--- src/rtl/lane_distributor_pkg.sv ---
// Shared link-layer definitions used by the lane distributor and its aggregator peer.
package lane_distributor_pkg;

    // Default lane geometry, common to both ends of the link
    localparam int DEFAULT_NUM_LANES  = 4;
    localparam int DEFAULT_LANE_WIDTH = 32;

    // Width needed to hold an occupancy count from 0 up to depth inclusive
    function automatic int count_width(input int depth);
        return $clog2(depth + 1);
    endfunction

    // Low bit index of a lane's slice inside a wide flit (lane 0 in the LSBs)
    function automatic int slice_lo(input int lane, input int width);
        return lane * width;
    endfunction

endpackage

--- src/rtl/lane_distributor_fifo.sv ---
// Single-lane first-word-fall-through FIFO. The head entry is always presented on
// data_o while the FIFO is non-empty; pushes into a full FIFO and pops from an
// empty one are ignored.
module lane_fifo
    import lane_distributor_pkg::*;
#(
    parameter  int WIDTH = 32,
    parameter  int DEPTH = 4,
    localparam int CW    = count_width(DEPTH)
) (
    input  logic             clk,
    input  logic             rst_n,
    input  logic             push_i,
    input  logic             pop_i,
    input  logic [WIDTH-1:0] data_i,
    output logic [WIDTH-1:0] data_o,
    output logic [CW-1:0]    count_next_o,
    output logic             full_o,
    output logic             empty_o
);

    localparam int PW = $clog2(DEPTH);

    logic [WIDTH-1:0] mem_q [DEPTH];
    logic [PW-1:0]    wr_ptr_q;
    logic [PW-1:0]    rd_ptr_q;
    logic [CW-1:0]    count_q;
    logic [CW-1:0]    count_d;
    logic             push_ok;
    logic             pop_ok;

    assign full_o  = (count_q == CW'(DEPTH));
    assign empty_o = (count_q == '0);
    assign push_ok = push_i && !full_o;
    assign pop_ok  = pop_i && !empty_o;

    // Empty lanes present zero so nothing stale leaks out after a reset
    assign data_o       = empty_o ? '0 : mem_q[rd_ptr_q];
    assign count_next_o = count_d;

    // Next occupancy: simultaneous push and pop leaves the count unchanged
    always_comb begin
        count_d = count_q;
        if (push_ok && !pop_ok) begin
            count_d = count_q + 1'b1;
        end else if (!push_ok && pop_ok) begin
            count_d = count_q - 1'b1;
        end
    end

    // Pointer and occupancy state; pointers wrap naturally at DEPTH
    always_ff @(posedge clk or negedge rst_n) begin
        if (!rst_n) begin
            wr_ptr_q <= '0;
            rd_ptr_q <= '0;
            count_q  <= '0;
        end else begin
            if (push_ok) wr_ptr_q <= wr_ptr_q + 1'b1;
            if (pop_ok)  rd_ptr_q <= rd_ptr_q + 1'b1;
            count_q <= count_d;
        end
    end

    // Slice storage; contents are only meaningful where the count says so
    always_ff @(posedge clk) begin
        if (push_ok) mem_q[wr_ptr_q] <= data_i;
    end

endmodule

--- src/rtl/lane_distributor.sv ---
// Stripes each accepted wide flit across NUM_LANES independent FWFT lane FIFOs and
// reports the occupancy spread between the fullest and emptiest lane.
module lane_distributor
    import lane_distributor_pkg::*;
#(
    parameter  int NUM_LANES  = DEFAULT_NUM_LANES,
    parameter  int LANE_WIDTH = DEFAULT_LANE_WIDTH,
    parameter  int FIFO_DEPTH = 4,
    localparam int CW         = count_width(FIFO_DEPTH)
) (
    input  logic                            clk,
    input  logic                            rst_n,
    input  logic                            in_valid,
    input  logic [NUM_LANES*LANE_WIDTH-1:0] in_data,
    output logic                            in_ready,
    output logic [NUM_LANES-1:0]            lane_valid,
    output logic [NUM_LANES*LANE_WIDTH-1:0] lane_data,
    input  logic [NUM_LANES-1:0]            lane_ready,
    output logic [CW-1:0]                   lane_skew
);

    logic [NUM_LANES-1:0] full;
    logic [NUM_LANES-1:0] empty;
    logic [CW-1:0]        cnt_d [NUM_LANES];
    logic                 push;
    logic                 rdy_en_q;
    logic [CW-1:0]        max_d;
    logic [CW-1:0]        min_d;
    logic [CW-1:0]        skew_q;

    // A flit is accepted only when every lane has room, so it is never split
    assign in_ready   = rdy_en_q && !(|full);
    assign push       = in_valid && in_ready;
    assign lane_valid = ~empty;
    assign lane_skew  = skew_q;

    genvar i;
    generate
        for (i = 0; i < NUM_LANES; i++) begin : g_lane
            lane_fifo #(
                .WIDTH (LANE_WIDTH),
                .DEPTH (FIFO_DEPTH)
            ) u_fifo (
                .clk          (clk),
                .rst_n        (rst_n),
                .push_i       (push),
                .pop_i        (lane_ready[i]),
                .data_i       (in_data[slice_lo(i, LANE_WIDTH) +: LANE_WIDTH]),
                .data_o       (lane_data[slice_lo(i, LANE_WIDTH) +: LANE_WIDTH]),
                .count_next_o (cnt_d[i]),
                .full_o       (full[i]),
                .empty_o      (empty[i])
            );
        end
    endgenerate

    // Holds in_ready low while reset is asserted; opens on the first edge after release
    always_ff @(posedge clk or negedge rst_n) begin
        if (!rst_n) rdy_en_q <= 1'b0;
        else        rdy_en_q <= 1'b1;
    end

    // Max/min over the next-state lane counts
    always_comb begin
        max_d = '0;
        min_d = CW'(FIFO_DEPTH);
        for (int l = 0; l < NUM_LANES; l++) begin
            if (cnt_d[l] > max_d) max_d = cnt_d[l];
            if (cnt_d[l] < min_d) min_d = cnt_d[l];
        end
    end

    // Registered skew so it lines up with the counts it describes
    always_ff @(posedge clk or negedge rst_n) begin
        if (!rst_n) skew_q <= '0;
        else        skew_q <= max_d - min_d;
    end

endmodule

--- config.mk ---
export PLATFORM = sky130hd
export DESIGN_NAME = lane_distributor
export DESIGN_NICKNAME = d
export VERILOG_FILES = /design/src/rtl/lane_distributor_pkg.sv /design/src/rtl/lane_distributor_fifo.sv /design/src/rtl/lane_distributor.sv
export SDC_FILE = /design/constraint.sdc
export NUM_CORES = 1
export LEC_CHECK = 0
export CELL_PAD_IN_SITES_DETAIL_PLACEMENT = 1
export CELL_PAD_IN_SITES_GLOBAL_PLACEMENT = 1
export CORE_ASPECT_RATIO = 0.5
export CORE_UTILIZATION = 35
export DETAILED_ROUTE_END_ITERATION = 7
export PLACE_DENSITY = 0.65
export SLEW_MARGIN = 20
export SYNTH_ARGS = -nofsm -noshare
export SYNTH_HDL_FRONTEND = slang
export SYNTH_SLANG_ARGS = --single-unit
--- constraint.sdc ---
create_clock -name clk -period 16.78 [get_ports clk]
set_clock_uncertainty 0.2 [all_clocks]
set_input_delay 3.356 -clock clk [delete_from_list [all_inputs] [get_ports clk]]
set_output_delay 3.356 -clock clk [all_outputs]
set_load 0.01 [all_outputs]
==> reports/results.txt <==
Least-Margin Pin Slew: 0.914 ns
Static Leak: 9.02 nW
GRT Total Usage: 15.1%
Int Power: 3.59 mW
Distinct cells, synth: 52
die footprint: 63800 µm²
Clk pin slew, worst setup/hold paths: 0.06 ns
status: finished clean
area of the core: 61500 µm²
IO Port Bufs: 270
Bufs and invs on worst path: 2
gpl congestion: 0.780
maxcap violations: 0
Worst Hold Class: flop to flop
root buf cell: clkbuf_16
endpoints failing hold: 0
DR pass1 iterations: 7
setup TNS: 0 ns
VDD IR max: 142 µV
largest fanout on the critical path: 46
detailed-route DRC error count: 0
min Tclk post-route: 9.65 ns
share of post-route cells with drive strength above 1: 17.5%
DR iter-0 viols: 585
wire length of the first global-routing pass: 73200 µm
Layout area overhead: 24.3%
initial antenna violation count: 2
Die Y: 179 µm
synthesis-stage register bit count: 544
TritonCTS Buffers: 51
via count: 10849
crit path kind: primary input to flop
WP data required: 17.05 ns
Rows: 64
vias per cell: 4.80
Setup crit end kind: flop
IO Pins: 271
post-route setup slack: 7.13 ns
total net switching power: 1.83 mW
pre-CTS setup slack: 6.63 ns
yosys warns: 0
Clock power frac: 20.9%
number of synthesized flops with an enable pin: 512
fin nets: 1573
Skew-Pair Late Insertion Delay: 0.58 ns
Max-Slew Margin vs Limit: 39.1%
grt ovf: 0
Sequential Power Share: 33.5%
TritonCTS clock tree: done
Synth Cell Area: 21900 µm²
Post-synth ARST share: 5.88%
WL/cell: 21.5 µm
Post-synth top flop: edfxtp_1
Syn Nets: 1279
pwr dens: 199 nW/µm²
Worst path most repeated cell: ha_1
Max Root-Sink Buffers: 3
CP arrival: 9.92 ns
Post-DP Area: 25600 µm²
CTS sink count: 544
Max Fclk: 104 MHz
RSZ-0062 raised after global routing: false
Slowest-stage cell, CP: and3_2
Die W: 356 µm
period utilization: 57.5%
CTS H-tree lvls: 2
Startpoint Class: primary input
Comb power frac: 45.6%
final core utilization: 44.4%
CP max stage delay: 0.78 ns
Synth Area per Inst: 20.0 µm²
sw frac: 33.8%
design area: 27300 µm²
Final setup viols: 0
# hold bufs at CTS: 0
setup repair bufs after CTS: 0
post-synthesis cell count: 1097
Post-DP HPWL: 30700 µm
Slew Viols, Final: 0
Seq/Total Area, Yosys: 73.7%
vias in the first global route: 12045
ANT nets after route: 0
Initial Utilization: 35.7%
critical-path cell list: clkdlybuf4s50_1 -> and3_2 -> maj3_1 -> o21ai_0 -> ha_1 -> a21o_1 -> a21oi_1 -> a31oi_1 -> mux2_2 -> inv_1 -> ha_1 -> a21o_1 -> a21oi_1 -> a31oi_1 -> mux2i_1 -> ha_1 -> a21o_1 -> a21oi_1 -> a31oi_1 -> mux2i_1 -> ha_1 -> fa_1 -> xnor2_1
pin count of the biggest net entering global routing: 47
routed wire length: 48500 µm
CP delay by family, top: compound AO/OA/AOI/OAI gates
total power: 5.42 mW
post-CTS sizing: 0
## metal layers
| layer | up-vias | wire length, µm | GRT usage (%) |
|---|---|---|---|
| li1 | 4905 | - | - |
| met1 | 5778 | 19100 | 17.7 |
| met2 | 117 | 27500 | 28.9 |
| met3 | 49 | 1340 | 2.44 |
| met4 | 0 | 653 | 3.18 |
| met5 | - | 0 | 0 |
## layout by cell type (no fill, tap or decap), drive strengths merged, types with 4 or more instances in the layout
cell type,n
and3,4
bufinv,4
o21ai,12
dfrtp,32
mux2i,6
a21o,4
a31oi,4
maj3,4
nor2,9
clkdlybuf4s50,269
clkbuf,66
and2,146
xnor2,24
edfxtp,512
nand3,7
ha,46
clkinv,23
a21oi,8
mux4,128
a21boi,5
mux2,5
nand2b,9
nand2,22
inv,31
buf,25
## path summary, 6_finish.rpt
kind                                                          startpoint                                  endpoint  slack (ns)  cells past startpoint
worst max register to register     g_lane[3].u_fifo.count_q[1]$_DFF_PN0_                    lane_skew[2]$_DFF_PN0_        9.07                     25
worst min register to register  g_lane[0].u_fifo.rd_ptr_q[0]$_DFFE_PN0P_  g_lane[0].u_fifo.rd_ptr_q[0]$_DFFE_PN0P_        0.29                      1
worst min-delay path            g_lane[0].u_fifo.rd_ptr_q[0]$_DFFE_PN0P_  g_lane[0].u_fifo.rd_ptr_q[0]$_DFFE_PN0P_        0.29                      1
max in group asynchronous                                          rst_n  g_lane[2].u_fifo.rd_ptr_q[0]$_DFFE_PN0P_       13.12                      1
min in group asynchronous                                          rst_n  g_lane[3].u_fifo.rd_ptr_q[0]$_DFFE_PN0P_        2.67                      1
worst max-delay path                                            in_valid                    lane_skew[2]$_DFF_PN0_        7.13                     23
## logic make-up after synthesis
family / Yosys count / synth area share, %
other cells: 1 / 0.0171
compound gates: 46 / 1.43
buf+inv: 84 / 1.55
simple gates: 207 / 5.59
xor+xnor: 25 / 1.03
mux: 139 / 13.8
flops: 544 / 73.7
fa+ha+maj: 51 / 2.90
## through the flow
| step | hold WS (ns) | cells |
|---|---|---|
| 6_report | 0.293 | 2261 |
| 5_1_grt | 0.322 | 2261 |
| 4_1_cts | 0.294 | 2259 |
| 3_5_place_dp | 0.282 | 2163 |
| 3_3_place_gp | 0.283 | 2163 |
| 2_1_floorplan | 0.329 | 1097 |
## state kept, by name, indices dropped and copies added, names as in the netlist
name	count
g_lane.u_fifo.rd_ptr_q	8
rdy_en_q	1
g_lane.u_fifo.count_q	12
g_lane.u_fifo.wr_ptr_q	8
lane_skew	3
g_lane.u_fifo.mem_q	512
## power by group through the flow
stage	logic [mW]	registers, mW	clock network, mW
final	2.47	1.82	1.13
after global placement	2.36	1.83	0
after CTS	2.52	1.82	1.17
after detailed placement	2.49	1.85	0
after global routing	2.67	1.84	1.21
after floorplan	1.59	1.74	0
## cell type report
type | count | area (µm²)
clock buffer | 66 | 1370
inverter | 31 | 118
clock inverter | 30 | 262
sequential | 544 | 16200
tap | 825 | 1030
timing repair buffer | 294 | 2880
antenna | 2 | 5.00
multi-input combinational | 469 | 5430
fill | 5828 | 34200
## worst reg2reg max path, stage by stage (launching register included)
cell and delay (ns):
dfrtp_1 0.39, inv_1 0.08, ha_1 0.27, a222oi_1 0.51
and3_2 0.87, maj3_1 0.30, o21ai_0 0.18, ha_1 0.39
a21o_1 0.12, a21oi_1 0.06, a31oi_1 0.42, mux2_2 0.42
inv_1 0.07, ha_1 0.25, a21o_1 0.19, a21oi_1 0.38
a31oi_1 0.17, mux2i_1 0.20, ha_1 0.38, a21o_1 0.12
a21oi_1 0.06, a31oi_1 0.55, mux2i_1 0.19, ha_1 0.26
fa_1 0.41, xnor2_1 0.15
## cell usage after synthesis, types with 5 or more instances
| master | n | area [µm²] |
|---|---|---|
| nand2_1 | 22 | 82.6 |
| a21oi_1 | 7 | 35.0 |
| nand2b_1 | 9 | 56.3 |
| clkbuf_1 | 37 | 139 |
| mux4_2 | 128 | 2880 |
| nand3_1 | 5 | 25.0 |
| a21boi_0 | 5 | 37.5 |
| inv_1 | 30 | 113 |
| and2_1 | 145 | 907 |
| dfrtp_1 | 32 | 801 |
| ha_1 | 46 | 576 |
| mux2i_1 | 5 | 50.1 |
| o21ai_0 | 11 | 55.1 |
| edfxtp_1 | 512 | 15400 |
| buf_1 | 12 | 45.0 |
| xnor2_1 | 23 | 201 |
| nor2_1 | 9 | 33.8 |
(Power assumes the default switching activity.)
